File: src/rtl/alu_mdu_pkg.sv
// Shared opcode encodings and FSM state type for the execute-stage ALU/MDU.
// The divider state only exists when ALU_MDU_DIV_EN is defined.
package alu_mdu_pkg;

  typedef enum logic [3:0] {
    AluAdd  = 4'd0,
    AluSub  = 4'd1,
    AluCmp  = 4'd2,
    AluUcmp = 4'd3,
    AluAnd  = 4'd4,
    AluOr   = 4'd5,
    AluXor  = 4'd6,
    AluSll  = 4'd7,
    AluSrl  = 4'd8,
    AluSra  = 4'd9
  } alu_op_e;

  typedef enum logic [2:0] {
    MopMul    = 3'd0,
    MopMulh   = 3'd1,
    MopMulhsu = 3'd2,
    MopMulhu  = 3'd3,
    MopDiv    = 3'd4,
    MopDivu   = 3'd5,
    MopRem    = 3'd6,
    MopRemu   = 3'd7
  } mop_e;

  // opcode bit that selects the M extension
  localparam int unsigned MopBit = 4;

  typedef enum logic [1:0] {
    StIdle,
    StMul,
`ifdef ALU_MDU_DIV_EN
    StDiv,
`endif
    StDone
  } state_e;

endpackage

File: src/rtl/alu_mdu_if.sv
// Request/response handshake bundle between the execute stage and alu_mdu.
interface alu_mdu_if #(
  parameter int unsigned XLEN = 32
) ();
  logic            in_valid;
  logic            in_ready;
  logic [4:0]      opcode;
  logic [XLEN-1:0] rs1;
  logic [XLEN-1:0] rs2;
  logic            out_valid;
  logic            out_ready;
  logic [XLEN-1:0] rd;
  logic            zero;
  logic            busy;

  modport slave (
    input  in_valid, opcode, rs1, rs2, out_ready,
    output in_ready, out_valid, rd, zero, busy
  );

  modport master (
    output in_valid, opcode, rs1, rs2, out_ready,
    input  in_ready, out_valid, rd, zero, busy
  );
endinterface

File: src/rtl/alu_mdu_iter.sv
// Iterative multiply (shift-add) and restoring divide, one bit per cycle on magnitudes.
// The divider datapath is only built when ALU_MDU_DIV_EN is defined.
module alu_mdu_iter
  import alu_mdu_pkg::*;
#(
  parameter int unsigned XLEN = 32
) (
  input  logic            clk,
  input  logic            rst,
  input  logic            start,
  input  logic [2:0]      funct3,
  input  logic [XLEN-1:0] rs1,
  input  logic [XLEN-1:0] rs2,
  output logic            done,
  output logic [XLEN-1:0] result
);
  localparam int unsigned CW = $clog2(XLEN);

  logic              run_q;
  logic [CW-1:0]     cnt_q;
  logic [2:0]        f3_q;
  logic              neg_q;
  logic [XLEN-1:0]   dsor_q;
  logic [2*XLEN-1:0] acc_q, acc_d, prod;
  logic              sgn1, sgn2, neg1, neg2;
  logic [XLEN-1:0]   mag1, mag2;
  logic [XLEN:0]     sum;
`ifdef ALU_MDU_DIV_EN
  logic [XLEN:0]     rem_sh, diff;
`endif

  always_comb begin
    sgn1 = funct3 inside {MopMulh, MopMulhsu, MopDiv, MopRem};
    sgn2 = funct3 inside {MopMulh, MopDiv, MopRem};
    neg1 = sgn1 & rs1[XLEN-1];
    neg2 = sgn2 & rs2[XLEN-1];
    mag1 = neg1 ? -rs1 : rs1;
    mag2 = neg2 ? -rs2 : rs2;
  end

  // acc_q holds {partial product | remainder, multiplier | dividend->quotient}
  always_comb begin
    sum   = {1'b0, acc_q[2*XLEN-1:XLEN]} + (acc_q[0] ? {1'b0, dsor_q} : '0);
    acc_d = {sum, acc_q[XLEN-1:1]};
`ifdef ALU_MDU_DIV_EN
    rem_sh = {acc_q[2*XLEN-1:XLEN], acc_q[XLEN-1]};
    diff   = rem_sh - {1'b0, dsor_q};
    if (f3_q[2]) begin
      if (!diff[XLEN]) acc_d = {diff[XLEN-1:0], acc_q[XLEN-2:0], 1'b1};
      else             acc_d = {rem_sh[XLEN-1:0], acc_q[XLEN-2:0], 1'b0};
    end
`endif
  end

  // Result is taken from the final step's next value so rd can be written on the last edge.
  always_comb begin
    prod   = neg_q ? -acc_d : acc_d;
    result = (f3_q == MopMul) ? prod[XLEN-1:0] : prod[2*XLEN-1:XLEN];
`ifdef ALU_MDU_DIV_EN
    if (f3_q[2]) begin
      if (f3_q[1]) result = neg_q ? -acc_d[2*XLEN-1:XLEN] : acc_d[2*XLEN-1:XLEN];
      else         result = neg_q ? -acc_d[XLEN-1:0] : acc_d[XLEN-1:0];
    end
`endif
  end

  assign done = run_q && (cnt_q == '0);

  always_ff @(posedge clk or posedge rst) begin
    if (rst) begin
      run_q  <= 1'b0;
      cnt_q  <= '0;
      f3_q   <= '0;
      neg_q  <= 1'b0;
      dsor_q <= '0;
      acc_q  <= '0;
    end else if (start) begin
      run_q  <= 1'b1;
      cnt_q  <= CW'(XLEN - 1);
      f3_q   <= funct3;
      neg_q  <= (funct3 == MopRem) ? neg1 : (neg1 ^ neg2);
      dsor_q <= mag2;
      acc_q  <= {{XLEN{1'b0}}, mag1};
    end else if (run_q) begin
      acc_q <= acc_d;
      cnt_q <= cnt_q - CW'(1);
      if (cnt_q == '0) run_q <= 1'b0;
    end
  end

endmodule

File: src/rtl/alu_mdu.sv
// Execute-stage ALU with iterative RV32M/RV64M multiply/divide behind valid/ready handshakes.
// Define ALU_MDU_DIV_EN to build the divider; otherwise funct3 4-7 return 0 after one cycle.
module alu_mdu
  import alu_mdu_pkg::*;
#(
  parameter int unsigned XLEN = 32
) (
  input logic        clk,
  input logic        rst,
  alu_mdu_if.slave   bus
);
  localparam int unsigned SHW = $clog2(XLEN);

  state_e          state_q;
  logic [XLEN-1:0] rd_q;
  logic            out_valid_q;
  logic            busy_q;

  logic            accept, is_m, m_iter, iter_start, iter_done;
  logic [2:0]      f3;
  logic [SHW-1:0]  sh;
  logic [XLEN-1:0] base_res, imm_res, iter_result;

  assign bus.in_ready  = (state_q == StIdle) && (!out_valid_q || bus.out_ready);
  assign accept        = bus.in_valid && bus.in_ready;
  assign is_m          = bus.opcode[MopBit];
  assign f3            = bus.opcode[2:0];
  assign sh            = bus.rs2[SHW-1:0];
  assign bus.rd        = rd_q;
  assign bus.out_valid = out_valid_q;
  assign bus.zero      = (rd_q == '0);
  assign bus.busy      = busy_q;

  always_comb begin
    base_res = '0;
    case (bus.opcode[3:0])
      AluAdd:  base_res = bus.rs1 + bus.rs2;
      AluSub:  base_res = bus.rs1 - bus.rs2;
      AluCmp:  base_res = {{(XLEN-1){1'b0}}, $signed(bus.rs1) < $signed(bus.rs2)};
      AluUcmp: base_res = {{(XLEN-1){1'b0}}, bus.rs1 < bus.rs2};
      AluAnd:  base_res = bus.rs1 & bus.rs2;
      AluOr:   base_res = bus.rs1 | bus.rs2;
      AluXor:  base_res = bus.rs1 ^ bus.rs2;
      AluSll:  base_res = bus.rs1 << sh;
      AluSrl:  base_res = bus.rs1 >> sh;
      AluSra:  base_res = $signed(bus.rs1) >>> sh;
      default: base_res = '0;
    endcase
  end

`ifdef ALU_MDU_DIV_EN
  logic            div_zero, div_ovf, fast;
  logic [XLEN-1:0] fast_res;

  // Divide-by-zero and signed overflow resolve in one cycle without iterating.
  always_comb begin
    div_zero = (bus.rs2 == '0);
    div_ovf  = !f3[0] && (bus.rs1 == {1'b1, {(XLEN-1){1'b0}}}) && (bus.rs2 == '1);
    fast     = div_zero || div_ovf;
    if (f3[1]) fast_res = div_zero ? bus.rs1 : '0;
    else       fast_res = div_zero ? '1 : bus.rs1;
  end
`endif

  always_comb begin
    imm_res = base_res;
    m_iter  = 1'b0;
    if (is_m) begin
      imm_res = '0;
      m_iter  = !f3[2];
`ifdef ALU_MDU_DIV_EN
      if (f3[2]) begin
        imm_res = fast_res;
        m_iter  = !fast;
      end
`endif
    end
  end

  assign iter_start = accept && m_iter;

  alu_mdu_iter #(
    .XLEN(XLEN)
  ) u_iter (
    .clk    (clk),
    .rst    (rst),
    .start  (iter_start),
    .funct3 (f3),
    .rs1    (bus.rs1),
    .rs2    (bus.rs2),
    .done   (iter_done),
    .result (iter_result)
  );

  always_ff @(posedge clk or posedge rst) begin
    if (rst) begin
      state_q     <= StIdle;
      rd_q        <= '0;
      out_valid_q <= 1'b0;
      busy_q      <= 1'b0;
    end else begin
      if (out_valid_q && bus.out_ready) out_valid_q <= 1'b0;
      unique case (state_q)
        StIdle: begin
          if (iter_start) begin
`ifdef ALU_MDU_DIV_EN
            state_q <= f3[2] ? StDiv : StMul;
`else
            state_q <= StMul;
`endif
            busy_q  <= 1'b1;
          end else if (accept) begin
            rd_q        <= imm_res;
            out_valid_q <= 1'b1;
          end
        end
`ifdef ALU_MDU_DIV_EN
        StMul, StDiv: begin
`else
        StMul: begin
`endif
          if (iter_done) begin
            rd_q        <= iter_result;
            out_valid_q <= 1'b1;
            busy_q      <= 1'b0;
            state_q     <= StDone;
          end
        end
        StDone:  state_q <= StIdle;
        default: state_q <= StIdle;
      endcase
    end
  end

endmodule
File: src/flat_wrapper.sv
// flat-port wrapper written by rule: the top's interface ports become plain ports
module alu_mdu_flat import alu_mdu_pkg::*;
#(
  parameter int unsigned XLEN = 32
)
  (clk, rst, bus_in_valid, bus_opcode, bus_rs1, bus_rs2, bus_out_ready, bus_in_ready, bus_out_valid, bus_rd, bus_zero, bus_busy);
  alu_mdu_if #(.XLEN(XLEN)) bus_i ();
  input logic clk;
  input logic rst;
  input wire logic [$bits(bus_i.in_valid)-1:0] bus_in_valid;
  input wire logic [$bits(bus_i.opcode)-1:0] bus_opcode;
  input wire logic [$bits(bus_i.rs1)-1:0] bus_rs1;
  input wire logic [$bits(bus_i.rs2)-1:0] bus_rs2;
  input wire logic [$bits(bus_i.out_ready)-1:0] bus_out_ready;
  output wire logic [$bits(bus_i.in_ready)-1:0] bus_in_ready;
  output wire logic [$bits(bus_i.out_valid)-1:0] bus_out_valid;
  output wire logic [$bits(bus_i.rd)-1:0] bus_rd;
  output wire logic [$bits(bus_i.zero)-1:0] bus_zero;
  output wire logic [$bits(bus_i.busy)-1:0] bus_busy;
  assign bus_i.in_valid = bus_in_valid;
  assign bus_i.opcode = bus_opcode;
  assign bus_i.rs1 = bus_rs1;
  assign bus_i.rs2 = bus_rs2;
  assign bus_i.out_ready = bus_out_ready;
  assign bus_in_ready = bus_i.in_ready;
  assign bus_out_valid = bus_i.out_valid;
  assign bus_rd = bus_i.rd;
  assign bus_zero = bus_i.zero;
  assign bus_busy = bus_i.busy;
  alu_mdu #(.XLEN(XLEN)) u_core (.clk(clk), .rst(rst), .bus(bus_i));
endmodule
File: config.mk
export PLATFORM = sky130hd
export DESIGN_NAME = alu_mdu_flat
export DESIGN_NICKNAME = d
export VERILOG_FILES = /design/src/rtl/alu_mdu_pkg.sv /design/src/rtl/alu_mdu_if.sv /design/src/rtl/alu_mdu_iter.sv /design/src/rtl/alu_mdu.sv /design/src/flat_wrapper.sv
export SDC_FILE = /design/constraint.sdc
export NUM_CORES = 1
export LEC_CHECK = 0
export CAP_MARGIN = 20
export CORE_MARGIN = 4
export CORE_UTILIZATION = 50
export DETAILED_ROUTE_END_ITERATION = 10
export PLACE_DENSITY = 0.77
export SETUP_SLACK_MARGIN = 0.3
export SYNTH_ARGS = -nofsm -noshare
export SYNTH_HDL_FRONTEND = slang
export SYNTH_SLANG_ARGS = --single-unit
File: constraint.sdc
create_clock -name clk -period 5.9 [get_ports clk]
set_input_delay 1.77 -clock clk [delete_from_list [all_inputs] [get_ports clk]]
set_output_delay 1.77 -clock clk [all_outputs]
set_load 0.01 [all_outputs]
-- Yosys cells after proc, flatten, opt, wreduce, memory -nomap -nowiden
Cells that the tools add are included.
- register bits: 142
- output and inout port bits: 36
- word-level logic and storage cells: 97
- input bits: 73
- eq/ne operators: 18
- shifts and indexed selects: 3
- bitwise gates (word level): 6
- reduce and logical (&&, ||, !) cells: 20
- $add $sub $neg: 7
- magnitude comparators: 2
- mux-type cells: 31
- operators with widths (kind ; count):
    $pmux W32 S10 ; 1
    $mux W32 ; 8
    $mux W64 ; 3
    $lt A32 B32 Y1 ; 2
    $neg A32 Y32 ; 2
    $neg A64 Y64 ; 1
    $pmux W32 S2 ; 1
    $add A32 B32 Y33 ; 1
    $add A32 B32 Y32 ; 1
    $and A32 B32 Y32 ; 1
    $logic_not A32 Y1 ; 1
    $or A32 B32 Y32 ; 1
    $shl A32 B5 Y32 ; 1
    $shr A32 B5 Y32 ; 1
    $sshr A32 B5 Y32 ; 1
    $sub A32 B32 Y32 ; 1
    $xor A32 B32 Y32 ; 1
    $eq A4 B3 Y1 const B ; 4
    $mux W1 ; 11
    $mux W5 ; 2
    $eq A4 B2 Y1 const B ; 2
    $eq A4 B4 Y1 const B ; 2
    $eq A3 B3 Y1 const B ; 2
    $ne A2 B1 Y1 const B ; 3
    other kinds (24) ; 33

-- Logic depth before layout (Yosys ltp)
- depth after elaboration: 7
- mapped depth: 18
- depth with buffers taken out: 15

-- Modules after synthesis
Synthesis repeated with hierarchy kept, for this count alone.
- cells, all modules: 2635
- area, all modules: 20258.2 um^2
- by module, submodules not included (module ; cells an instance ; area each (um^2) ; sequential area each (um^2) ; instances):
    alu_mdu ; 1406 ; 10515.1 ; 900.9 ; 1
    alu_mdu_iter ; 1229 ; 9743.1 ; 2652.5 ; 1

-- Worst setup path after synthesis
No wires, ideal clock.
- path type: input port to flip-flop
- from: input bus_rs2[2]
- to: register u_core.rd_q[29], in the netlist u_core.bus.rd[29]
- required time: 5.769 ns
- setup time: 0.131 ns
- slack: -0.083 ns
- arrival time: 5.852 ns
- stages: 18
- buffers on the path: 5
- cells stage by stage: clkbuf_1 inv_2 buf_1 buf_1 clkbuf_1 ha_1 clkbuf_1 o21ai_0 o21bai_1 a211o_1 o21ai_0 o21ai_0 a221oi_1 a21oi_1 a41oi_1 mux2i_1 a221oi_1 o22ai_1
- word-level cells in the longest chain between the ends: 6
- elaborated cells on any way between the ends: 10
- classes of those cells: 2 x add/sub; 3 x shift; 5 x mux
- ends and longest elaborated chain (item ; RTL line ; RTL):
    from (decl) ; flat_wrapper.sv:13 ; input wire logic [$bits(bus_i.rs2)-1:0] bus_rs2;
    $sub A32 B32 Y32 (tied with other cells) ; alu_mdu.sv:38 ; AluSub: base_res = bus.rs1 - bus.rs2;
    $pmux W32 S10 (*) ; alu_mdu.sv:36 ; case (bus.opcode[3:0])
    $mux W32 (*) ; alu_mdu.sv:68 ; if (is_m) begin
    $mux W32 (*) ; alu_mdu.sv:112 ; end else if (accept) begin
    $mux W32 (*) ; alu_mdu.sv:105 ; if (iter_start) begin
    $pmux W32 S2 (*) ; alu_mdu.sv:103 ; unique case (state_q)
    to (signal assigned) ; alu_mdu.sv:113 ; rd_q <= imm_res;
    to (signal assigned) ; alu_mdu.sv:123 ; rd_q <= iter_result;
    to (decl) ; alu_mdu.sv:15 ; logic [XLEN-1:0] rd_q;
Every way passes the cells marked *; elsewhere a longest branch is shown, timed or not. The select of a mux whose other input is x is not followed.
A chain may end at the register's enable or synchronous reset.

-- Final worst setup path
- from: input bus_rs1[0]
- to: register u_core.rd_q[29], in the netlist u_core.bus.rd[29]
- word-level cells in the longest chain between the ends: 6
- elaborated cells on any way between the ends: 10
- classes of those cells: 2 x add/sub; 3 x shift; 5 x mux
- ends and longest elaborated chain (item ; RTL line ; RTL):
    from (decl) ; flat_wrapper.sv:12 ; input wire logic [$bits(bus_i.rs1)-1:0] bus_rs1;
    $sub A32 B32 Y32 (tied with other cells) ; alu_mdu.sv:38 ;
    $pmux W32 S10 (*) ; alu_mdu.sv:36 ;
    $mux W32 (*) ; alu_mdu.sv:68 ;
    $mux W32 (*) ; alu_mdu.sv:112 ;
    $mux W32 (*) ; alu_mdu.sv:105 ;
    $pmux W32 S2 (*) ; alu_mdu.sv:103 ;
Marked as above.

==> out/metrics.yaml <==
worst_hold_slack_ns: 0.4705
p_switching_mw: 3.959
clockPowerShare: 0.142
combinationalPowerShare: 0.619
tightest_slew_ns: 0.9871
die-area_sq_mm: 0.04198
regArea_sq_mm: 0.003558
crit_start: "bus_rs1[0]"
grt-ovfl-total: 0
setup_ws_ns: 0.3409
worst_path_max_delay_cell: "clkdlybuf4s50_1"
grt_pass1_vias: 20810
path_clk_slew_ns: 0.06
cts_sinks: 142
drv_slew: 0
ff2ff_path_depth: 14
grt_max_degree: 102
multi_input_area_sq_mm: 0.01462
gp_congestion: 1.081
ant_nets: 0
io_buffers: 108
crit_path_end: "u_core.bus.rd[29]"
power_leakage_nw: 9.188
initial_utilization: 0.5110
cp.arrival_ns: 5.86
cts_buffer_depth: 2
hold_class: "reg2reg"
fin_crit_ns: 5.559
crit_chain: "clkdlybuf4s50_1, ha_1, a211oi_1, o21bai_1, a211o_1, o21ai_0, o21ai_0, a221oi_1, a21oi_1, a41oi_1, mux2i_1, a221oi_1, o22ai_1"
layout_common_cells: "nand2_1 (285), nor2_1 (254), o21ai_0 (254)"
std_cell_rows: 71
synth_nets: 2892
cts_tree: "done"
maxCapViolCount: 0
clock.fmax_mhz: 179.9
drt_iter0_markers: 3257
grt_usage: 0.4070
fin_crit_sh: 0.9422
clock_latency_ns: 0.44
ys_ff_latch: 142
seqPwrFrac: 0.239
cp_max_fo: 4
avgSynthCellArea_sq_um: 7.225
ys_dominant_reg_cell: "dfrtp_1"
dpl_cell_area_sq_mm: 0.02122
antenna_found_initial: 6
synthTopCellsByArea: "dfrtp_1 (18%), ha_1 (8.6%), o21ai_0 (6.6%)"
r2r_slack_ns: 0.61
drive_above_1_share: 0.09084
layout_commonest_cell: "nand2_1"
syn2layout_area_growth_pct: 12.77
pre_cts_ws_ns: 0.05549
core_area_sq_mm: 0.03793
synth_edf_count: 0
grt_pass1_wl_mm: 130.6
rr_endpoint: "u_core.bus.rd[30]"
setup_viol: 0
worst-setup-path-type: "in2reg"
yosysUniqueCellTypes: 93
fillers: 3616
status: "completed"
timing.setup.tns_ns: 0
dp_hpwl_mm: 68.73
seq_area_frac_synth: 0.1833
routedWlPerCell_microns: 27.17
die_h_microns: 204.9
io_pins: 109
fin_nets: 2926
post_cts_buffers: 0
powerDensity_mw_per_mm2: 357.2
synth_area_leader_cell: "dfrtp_1"
cts_root_buf: "clkbuf_16"
cts_max_level: 4
hold_violations: 0
timing.slew.headroom: 0.3419
crit_required_ns: 6.20
start_kind: "primary input"
synth_warnings: 0
first_pass_iters: 8
slowest_delay_ns: 0.59
netlist_instances: 2683
yosys.area.top_type_share: 0.1833
fin_worst_skew_ns: 0.01135
cts_buffers: 17
routed_wl_mm: 88.06
worstSetupEndpointType: "flip-flop"
netlist_area_sq_mm: 0.01938
n_antenna_cell: 0
worstReg2RegStart: "u_core.u_iter.acc_q[0]"
via_count: 22140
viasPerCell: 6.831
fin_area_sq_mm: 0.02186
internal-power_mw: 3.848
p_total_mw: 7.807
swShare: 0.5071
drc: 0
async_flop_share: 1.000
rsz0062_at_grt: "yes"
die_w_microns: 204.9
peakVddDrop_mv: 0.2761
[flip-flops by register name, summed over array words and instances (netlist names)]
signal / count
u_core.u_iter.acc_q: 64
u_core.bus.rd: 32
u_core.u_iter.dsor_q: 32
u_core.u_iter.cnt_q: 5
u_core.u_iter.f3_q: 3
u_core.state_q: 2
u_core.bus.busy: 1
u_core.bus.out_valid: 1
u_core.u_iter.neg_q: 1
u_core.u_iter.run_q: 1
[what timing repair did]
item / CTS / global route
hold buffers: 0 / 0
gates resized for setup: 0 / 5
endpoints found under the setup margin: 0 / 5
[worst max-delay path, delay by kind of cell]
family	cells	cell delay, ns
muxes	1	0.11
buffers and inverters	1	0.59
AOI/OAI and AO/OA	10	3.03
adders and majority gates	1	0.35
[power groups by stage]
| stage | Clock, mW | Combinational, mW | Sequential, mW |
|---|---|---|---|
| 6_report | 1.11 | 4.83 | 1.86 |
| 5_1_grt | 1.15 | 5.20 | 1.91 |
| 4_1_cts | 1.11 | 4.64 | 1.87 |
| 3_5_place_dp | 0 | 4.61 | 1.87 |
| 3_3_place_gp | 0 | 4.51 | 1.85 |
| 2_1_floorplan | 0 | 3.31 | 1.65 |
[metal layers]
layer | track usage | wire length [microns]
met4 | 0.2608 | 6868
met2 | 0.6451 | 39090
met1 | 0.5005 | 33200
met3 | 0.09039 | 8854
met5 | 0 | 44
[synth_stat cells (42+ instances only)]
cell type and n:
clkbuf_1 170, mux2i_1 117, inv_1 113, dfrtp_1 142, nand3_1 43, o211ai_1 42
and2_1 50, ha_1 133, nor3_1 54, a211oi_1 44, nand2_1 285, nor2_1 255
o21ai_0 254, a21oi_1 243, xnor2_1 106
[through the flow]
| stage | instances | utilization |
|---|---|---|
| floorplan | 2683 | - |
| global placement | 3208 | 0.5594 |
| detailed placement | 3208 | 0.5594 |
| CTS | 3240 | 0.5752 |
| global route | 3241 | 0.5762 |
| finish | 3241 | 0.5762 |
[how the worst min path moves through the flow]
stage / start / to / slack, ns / cells after the start
2_1_floorplan: u_core.u_iter.dsor_q[0] / u_core.u_iter.dsor_q[0] / 0.44 / 2
3_5_place_dp: u_core.u_iter.dsor_q[7] / u_core.u_iter.dsor_q[7] / 0.46 / 2
5_1_grt: u_core.u_iter.dsor_q[20] / u_core.u_iter.dsor_q[20] / 0.50 / 2
4_1_cts: u_core.u_iter.dsor_q[10] / u_core.u_iter.dsor_q[10] / 0.48 / 2
6_report: u_core.u_iter.dsor_q[10] / u_core.u_iter.dsor_q[10] / 0.47 / 2
3_3_place_gp: u_core.u_iter.dsor_q[26] / u_core.u_iter.dsor_q[26] / 0.46 / 2
[cell families after synthesis]
logic type / share of synthesized area
simple gates: 0.2170
xor+xnor: 0.05964
fa+ha+maj: 0.08895
mux: 0.08888
buf+inv: 0.06468
compound gates: 0.2975
flops: 0.1833
[layout make-up]
type | count | share of cell area
Tap cell | 511 | 0.02925
Sequential cell | 142 | 0.1628
Inverter | 117 | 0.02032
Clock inverter | 12 | 0.006125
Clock buffer | 20 | 0.02135
Timing Repair Buffer | 225 | 0.09147
Multi-Input combinational cell | 2214 | 0.6687
(Power assumes the default switching activity.)
